**config.mk**
```make
export PLATFORM = sky130hd
export DESIGN_NAME = serial_tx_arbiter
export DESIGN_NICKNAME = d
export VERILOG_FILES = /design/src/rtl/serial_tx_arbiter.sv
export SDC_FILE = /design/constraint.sdc
export NUM_CORES = 1
export LEC_CHECK = 0
export ABC_AREA = 0
export CORE_MARGIN = 1
export CORE_UTILIZATION = 37
export CTS_CLUSTER_DIAMETER = 200
export DETAILED_ROUTE_END_ITERATION = 16
export HOLD_SLACK_MARGIN = 0.05
export PLACE_DENSITY = 0.76
export RECOVER_POWER = 100
export SYNTH_ARGS = -nofsm -noshare
export SYNTH_HDL_FRONTEND = slang
export SYNTH_SLANG_ARGS = --single-unit
```
**constraint.sdc**
```tcl
create_clock -name clk -period 2.1 [get_ports clk]
set_input_delay 0.315 -clock clk [delete_from_list [all_inputs] [get_ports clk]]
set_output_delay 0.315 -clock clk [all_outputs]
set_load 0.05 [all_outputs]
```
**src/rtl/serial_tx_arbiter.sv**
```systemverilog
// serial_tx_arbiter
//   Shares one LSB-first word serializer between NUM_REQ requesters using
//   round-robin arbitration. A granted word is latched onto ser_number. One
//   cycle later a single-cycle ser_enable start pulse is issued. The block
//   then waits out the serializer busy window and an optional inter-frame
//   gap before it returns to idle.
//
// Ports
//   clk        : system clock, rising edge
//   reset      : asynchronous, active-high reset
//   req        : per-requester request, bit i = requester i
//   data       : flat word bus, requester i at [i*DATA_W +: DATA_W]
//   ack        : one-cycle pulse, word of requester i latched
//   done       : one-cycle pulse, requester i's frame fully shifted
//   ser_number : word presented to the serializer, held until next grant
//   ser_enable : one-cycle start pulse to the serializer
//   busy       : high whenever the FSM is not idle
//   grant_id   : index of the current or most recent grant
module serial_tx_arbiter #(
    parameter int NUM_REQ      = 4,
    parameter int DATA_W       = 32,
    parameter int SHIFT_CYCLES = 33,
    parameter int GAP_CYCLES   = 2
) (
    input  logic                       clk,
    input  logic                       reset,
    input  logic [NUM_REQ-1:0]         req,
    input  logic [NUM_REQ*DATA_W-1:0]  data,
    output logic [NUM_REQ-1:0]         ack,
    output logic [NUM_REQ-1:0]         done,
    output logic [DATA_W-1:0]          ser_number,
    output logic                       ser_enable,
    output logic                       busy,
    output logic [$clog2(NUM_REQ)-1:0] grant_id
);

    localparam int GW      = $clog2(NUM_REQ);
    localparam int CNT_MAX = (SHIFT_CYCLES > GAP_CYCLES) ? SHIFT_CYCLES : GAP_CYCLES;
    localparam int CNT_W   = $clog2(CNT_MAX + 1);

    typedef enum logic [1:0] {
        IDLE = 2'd0,
        LOAD = 2'd1,
        SEND = 2'd2,
        GAP  = 2'd3
    } state_t;

    state_t              state, state_nx;
    logic [CNT_W-1:0]    cnt, cnt_nx;
    logic [GW-1:0]       last_grant, last_nx;
    logic [NUM_REQ-1:0]  ack_nx, done_nx;
    logic [DATA_W-1:0]   num_nx;
    logic                ser_en_nx, busy_nx;
    logic [GW-1:0]       gid_nx;

    // Round-robin search: candidates last_grant+1, +2, ... wrapping at
    // NUM_REQ. The sum is one bit wider so a single subtraction wraps it.
    logic [GW:0]         rr_sum;
    logic [GW-1:0]       rr_idx;
    logic                win_found;
    logic [GW-1:0]       win_id;
    logic [DATA_W-1:0]   win_data;

    always_comb begin
        rr_sum    = '0;
        rr_idx    = '0;
        win_found = 1'b0;
        win_id    = '0;
        for (int k = 1; k <= NUM_REQ; k++) begin
            rr_sum = {1'b0, last_grant} + (GW+1)'(k);
            if (rr_sum >= (GW+1)'(NUM_REQ)) begin
                rr_sum = rr_sum - (GW+1)'(NUM_REQ);
            end
            rr_idx = rr_sum[GW-1:0];
            if (!win_found && req[rr_idx]) begin
                win_found = 1'b1;
                win_id    = rr_idx;
            end
        end
    end

    always_comb begin
        win_data = '0;
        for (int i = 0; i < NUM_REQ; i++) begin
            if (win_id == GW'(i)) begin
                win_data = data[i*DATA_W +: DATA_W];
            end
        end
    end

    // Next-state and next-output logic; every output is registered below.
    always_comb begin
        state_nx  = state;
        cnt_nx    = cnt;
        last_nx   = last_grant;
        ack_nx    = ack;
        done_nx   = done;
        num_nx    = ser_number;
        ser_en_nx = ser_enable;
        busy_nx   = busy;
        gid_nx    = grant_id;
        case (state)
            IDLE: begin
                ack_nx    = '0;
                done_nx   = '0;
                ser_en_nx = 1'b0;
                if (win_found) begin
                    ack_nx   = NUM_REQ'(1) << win_id;
                    num_nx   = win_data;
                    gid_nx   = win_id;
                    last_nx  = win_id;
                    busy_nx  = 1'b1;
                    state_nx = LOAD;
                end
            end
            LOAD: begin
                // ser_number was loaded one cycle earlier, so it is already
                // stable when the serializer sees the start pulse.
                ack_nx    = '0;
                ser_en_nx = 1'b1;
                cnt_nx    = '0;
                state_nx  = SEND;
            end
            SEND: begin
                ser_en_nx = 1'b0;
                if (cnt == CNT_W'(SHIFT_CYCLES - 1)) begin
                    done_nx = NUM_REQ'(1) << grant_id;
                    cnt_nx  = '0;
                    if (GAP_CYCLES > 0) begin
                        state_nx = GAP;
                    end else begin
                        state_nx = IDLE;
                        busy_nx  = 1'b0;
                    end
                end else begin
                    cnt_nx = cnt + CNT_W'(1);
                end
            end
            GAP: begin
                done_nx = '0;
                if (cnt == CNT_W'(GAP_CYCLES - 1)) begin
                    cnt_nx   = '0;
                    state_nx = IDLE;
                    busy_nx  = 1'b0;
                end else begin
                    cnt_nx = cnt + CNT_W'(1);
                end
            end
            default: begin
                state_nx = IDLE;
                busy_nx  = 1'b0;
            end
        endcase
    end

    // Reset clears everything at once, which abandons any frame in flight
    // without a done pulse and restores requester 0 as first priority.
    always_ff @(posedge clk or posedge reset) begin
        if (reset) begin
            state      <= IDLE;
            cnt        <= '0;
            last_grant <= GW'(NUM_REQ - 1);
            ack        <= '0;
            done       <= '0;
            ser_number <= '0;
            ser_enable <= 1'b0;
            busy       <= 1'b0;
            grant_id   <= '0;
        end else begin
            state      <= state_nx;
            cnt        <= cnt_nx;
            last_grant <= last_nx;
            ack        <= ack_nx;
            done       <= done_nx;
            ser_number <= num_nx;
            ser_enable <= ser_en_nx;
            busy       <= busy_nx;
            grant_id   <= gid_nx;
        end
    end

endmodule

```
==> results.py <==
metrics = {
    "drt": {
        "finalWirelength_mm": 11.42,
        "vias_per_cell": 5.281,
        "drt.antenna.violating_nets": 0,
        "vias": 3528,
        "drtIter0Drc": 105,
        "drc": 0,
        "post_drt_wl_per_cell_um": 17.10,
        "drt_pre_antenna_iters": 4,
    },
    "clock_network": {
        "clock_sinks": 54,
        "cts_buffers": 5,
        "clk_pin_slew_worst_paths_ps": 90,
        "root_buffer": "clkbuf_8",
        "cts_tree": "built",
        "clkLatencyLatePin_ps": 310,
        "clk_path_buf_depth": 2,
        "hold_buffers": 0,
        "htree_levels": 2,
    },
    "synthesis": {
        "async_reset_ff_frac": 1.000,
        "ys_warn_count": 0,
        "synth-edff-count": 0,
        "ys_ff_latch": 54,
        "synth_area_leaders": "dfrtp_1 36%, nand3_1 9.4%, mux2i_1 9.1%",
        "synth_ff_type": "dfrtp_1",
        "synth_nets": 490,
        "yosys.area.top_type": "dfrtp_1",
        "yosysSeqAreaShare": 0.3725,
        "netlist_instances": 347,
        "syn_area_per_cell_sq_um": 10.47,
        "syn_area_sq_um": 3635,
        "ys_types": 42,
        "post-synth-top-area-fraction": 0.3580,
    },
    "floorplan": {
        "die_h_um": 101.1,
        "die_w_um": 101.1,
        "std_cell_rows": 35,
        "ios": 178,
        "core_sq_um": 9371,
        "die_area_sq_um": 10220,
        "initial_core_util": 0.3879,
    },
    "sta": {
        "setup_violations": 32,
        "period_needed_ps": 2169,
        "hold_viol": 0,
        "final.setup.worst_slack_ps": -69.15,
        "rsz0062_at_grt": "yes",
        "timing.final.crit_share": 1.033,
        "tightest_slew_ps": 959.3,
        "max_clock_freq_ghz": 0.4610,
        "relSlewSlack": 0.3605,
        "hold_ws_ps": 494.6,
        "finalSetupTns_ps": -1265,
        "slew_violations": 0,
        "final.setup_skew_ps": 15.01,
    },
    "power_and_ir_drop": {
        "swShare": 0.4757,
        "power_mw": 8.496,
        "max-vdd-ir-drop_mv": 0.6745,
        "p_per_area_nw_per_um2": 1450,
        "p_clk_frac": 0.085,
        "power.leakage_nw": 2.489,
        "seqPwrFrac": 0.219,
        "internal-power_mw": 4.454,
        "comb_power_share": 0.696,
        "p_switching_mw": 4.042,
    },
    "critical_path": {
        "r2r_slack_ps": -40,
        "cp_data_arrival_time_ps": 2400,
        "path_common_cell": "buf_4",
        "setup.worst_path.end_class": "flip-flop",
        "r2r-start": "last_grant[1]",
        "cp_cell_sequence": "clkdlybuf4s50_1 -> buf_4 -> nor4_1 -> buf_4 -> nand2b_1 -> buf_4 -> a221o_1",
        "worstRegToRegCells": 6,
        "cp_max_fo": 34,
        "cp_slowest_stage_delay_ps": 490,
        "cp_slowest_cell": "clkdlybuf4s50_1",
        "critPathKind": "input pin to flip-flop",
        "cp-startpoint": "req[3]",
        "r2r_end": "ser_number[7]",
        "crit_path_start_kind": "input pin",
        "worst_ep_required_time_ps": 2330,
    },
    "min_path": {
        "hold_class": "flip-flop to flip-flop",
        "hold_start": "done[2]",
        "holdPathStages": 2,
        "holdPathEnd": "done[2]",
    },
    "placement": {
        "port_buffers": 177,
        "place_congestion": 0.8186,
        "dp.cells": 652,
        "dp_hpwl_mm": 8.236,
    },
    "finish": {
        "final_cells": 668,
        "final_common_cell": "clkdlybuf4s50_1",
        "fin_nets": 681,
        "mostFrequentLayoutCells": "174 x clkdlybuf4s50_1, 68 x nand3_1, 52 x dfrtp_1, 32 x mux2i_1, 32 x a221o_1",
        "areaGrowthSynthToFinish_pct": 61.17,
        "layout-drive-gt1-share": 0.1596,
        "fill_cells": 802,
        "diodes": 0,
    },
    "global_route": {
        "grt.total_usage": 0.2083,
        "antenna_found_initial": 0,
        "grt_pass1_wl_mm": 16.77,
        "grt_max_degree": 46,
        "grt_pass1_vias": 3496,
        "overflow": 0,
    },
    "job": {
        "cap_viol_max_count": 0,
    },
    "status": {
        "status": "finished with violations",
        "violations": "setup timing",
    },
}
-- per-stage QoR --
stage	setup WS, ps	util	area, sq um
finish	-69.15	0.6251	5858
global route	-99.46	0.6251	5858
CTS	-18.91	0.6135	5749
detailed placement	-360.9	0.5969	5594
global placement	-280.4	0.5969	5594
floorplan	-37.45	-	3684
-- critical path, delay by kind of cell --
family,cells,cell delay [ps]
buffers and inverters,4,1280
AND/OR/NAND/NOR,2,530
AO/OA/AOI/OAI,1,230
-- registers in the layout, summed over array words and instances (netlist names), 2 cells and up --
signal	flops
grant_id	2
cnt	6
ser_number	32
ack	4
done	4
last_grant	2
state	2
-- cell usage after synthesis (3+ instances only) --
cell type / count
buf_2: 4
ha_1: 9
a21oi_1: 7
inv_1: 7
a22oi_1: 3
nand3b_1: 4
nand2b_1: 3
clkbuf_4: 3
nand2_1: 20
nor2_1: 13
dfrtp_1: 52
a221o_1: 32
mux2_1: 10
clkbuf_8: 6
buf_12: 4
nand3_1: 68
buf_4: 3
mux2_2: 23
o21ai_0: 9
buf_6: 6
mux2i_1: 33
-- timing repair --
item	in CTS	in global routing
buffers inserted	1	5
hold endpoints to repair	0	0
endpoints found under the setup margin	9	32
pin swaps	1	22
gates cloned	1	2
resized for setup	2	12
-- power by group through the flow --
stage	combinational [mW]	clock, mW	sequential, mW
2_1_floorplan	2.70	0	3.18
3_3_place_gp	5.55	0	1.86
3_5_place_dp	5.67	0	1.87
4_1_cts	5.77	0.750	1.86
5_1_grt	6.23	0.794	1.92
6_report	5.91	0.726	1.86
-- routing by layer --
| layer | part of all wire | vias to the layer above | global-route usage |
|---|---|---|---|
| li1 | - | 1680 | - |
| met1 | 0.39 | 1698 | 0.2413 |
| met2 | 0.52 | 138 | 0.3888 |
| met3 | 0.071 | 12 | 0.04369 |
| met4 | 0.013 | 0 | 0.05240 |
| met5 | 0 | - | 0 |
-- cell type report --
type / count / area (sq um) / area share
Timing Repair Buffer: 214 / 2171 / 0.3706
Sequential cell: 54 / 1354 / 0.2311
Multi-Input combinational cell: 256 / 2029 / 0.3464
Inverter: 7 / 26.28 / 0.004485
Clock inverter: 1 / 30.03 / 0.005126
Clock buffer: 7 / 86.33 / 0.01474
Tap cell: 129 / 161.4 / 0.02755
-- how the worst max path moves through the flow --
stage / to / slack, ps
finish: ser_number[7] / -70
detailed placement: ser_number[13] / -360
floorplan: ser_number[6] / -40
global placement: ser_number[10] / -280
global route: ser_number[6] / -100
CTS: ser_number[10] / -20
-- logic make-up (layout without fill, tap and decap cells) --
group                      after synthesis  after routing  synth area share
AOI/OAI and AO/OA                       62             62            0.1425
and+or+nand+nor                        117            117            0.1587
muxes                                   66             66            0.1931
DFF                                     54             54            0.3725
buffers and inverters                   37            229           0.09742
adders and majority gates                9              9           0.03098
xor gates and xnor gates                 2              2          0.004820
(Power assumes the default switching activity.)
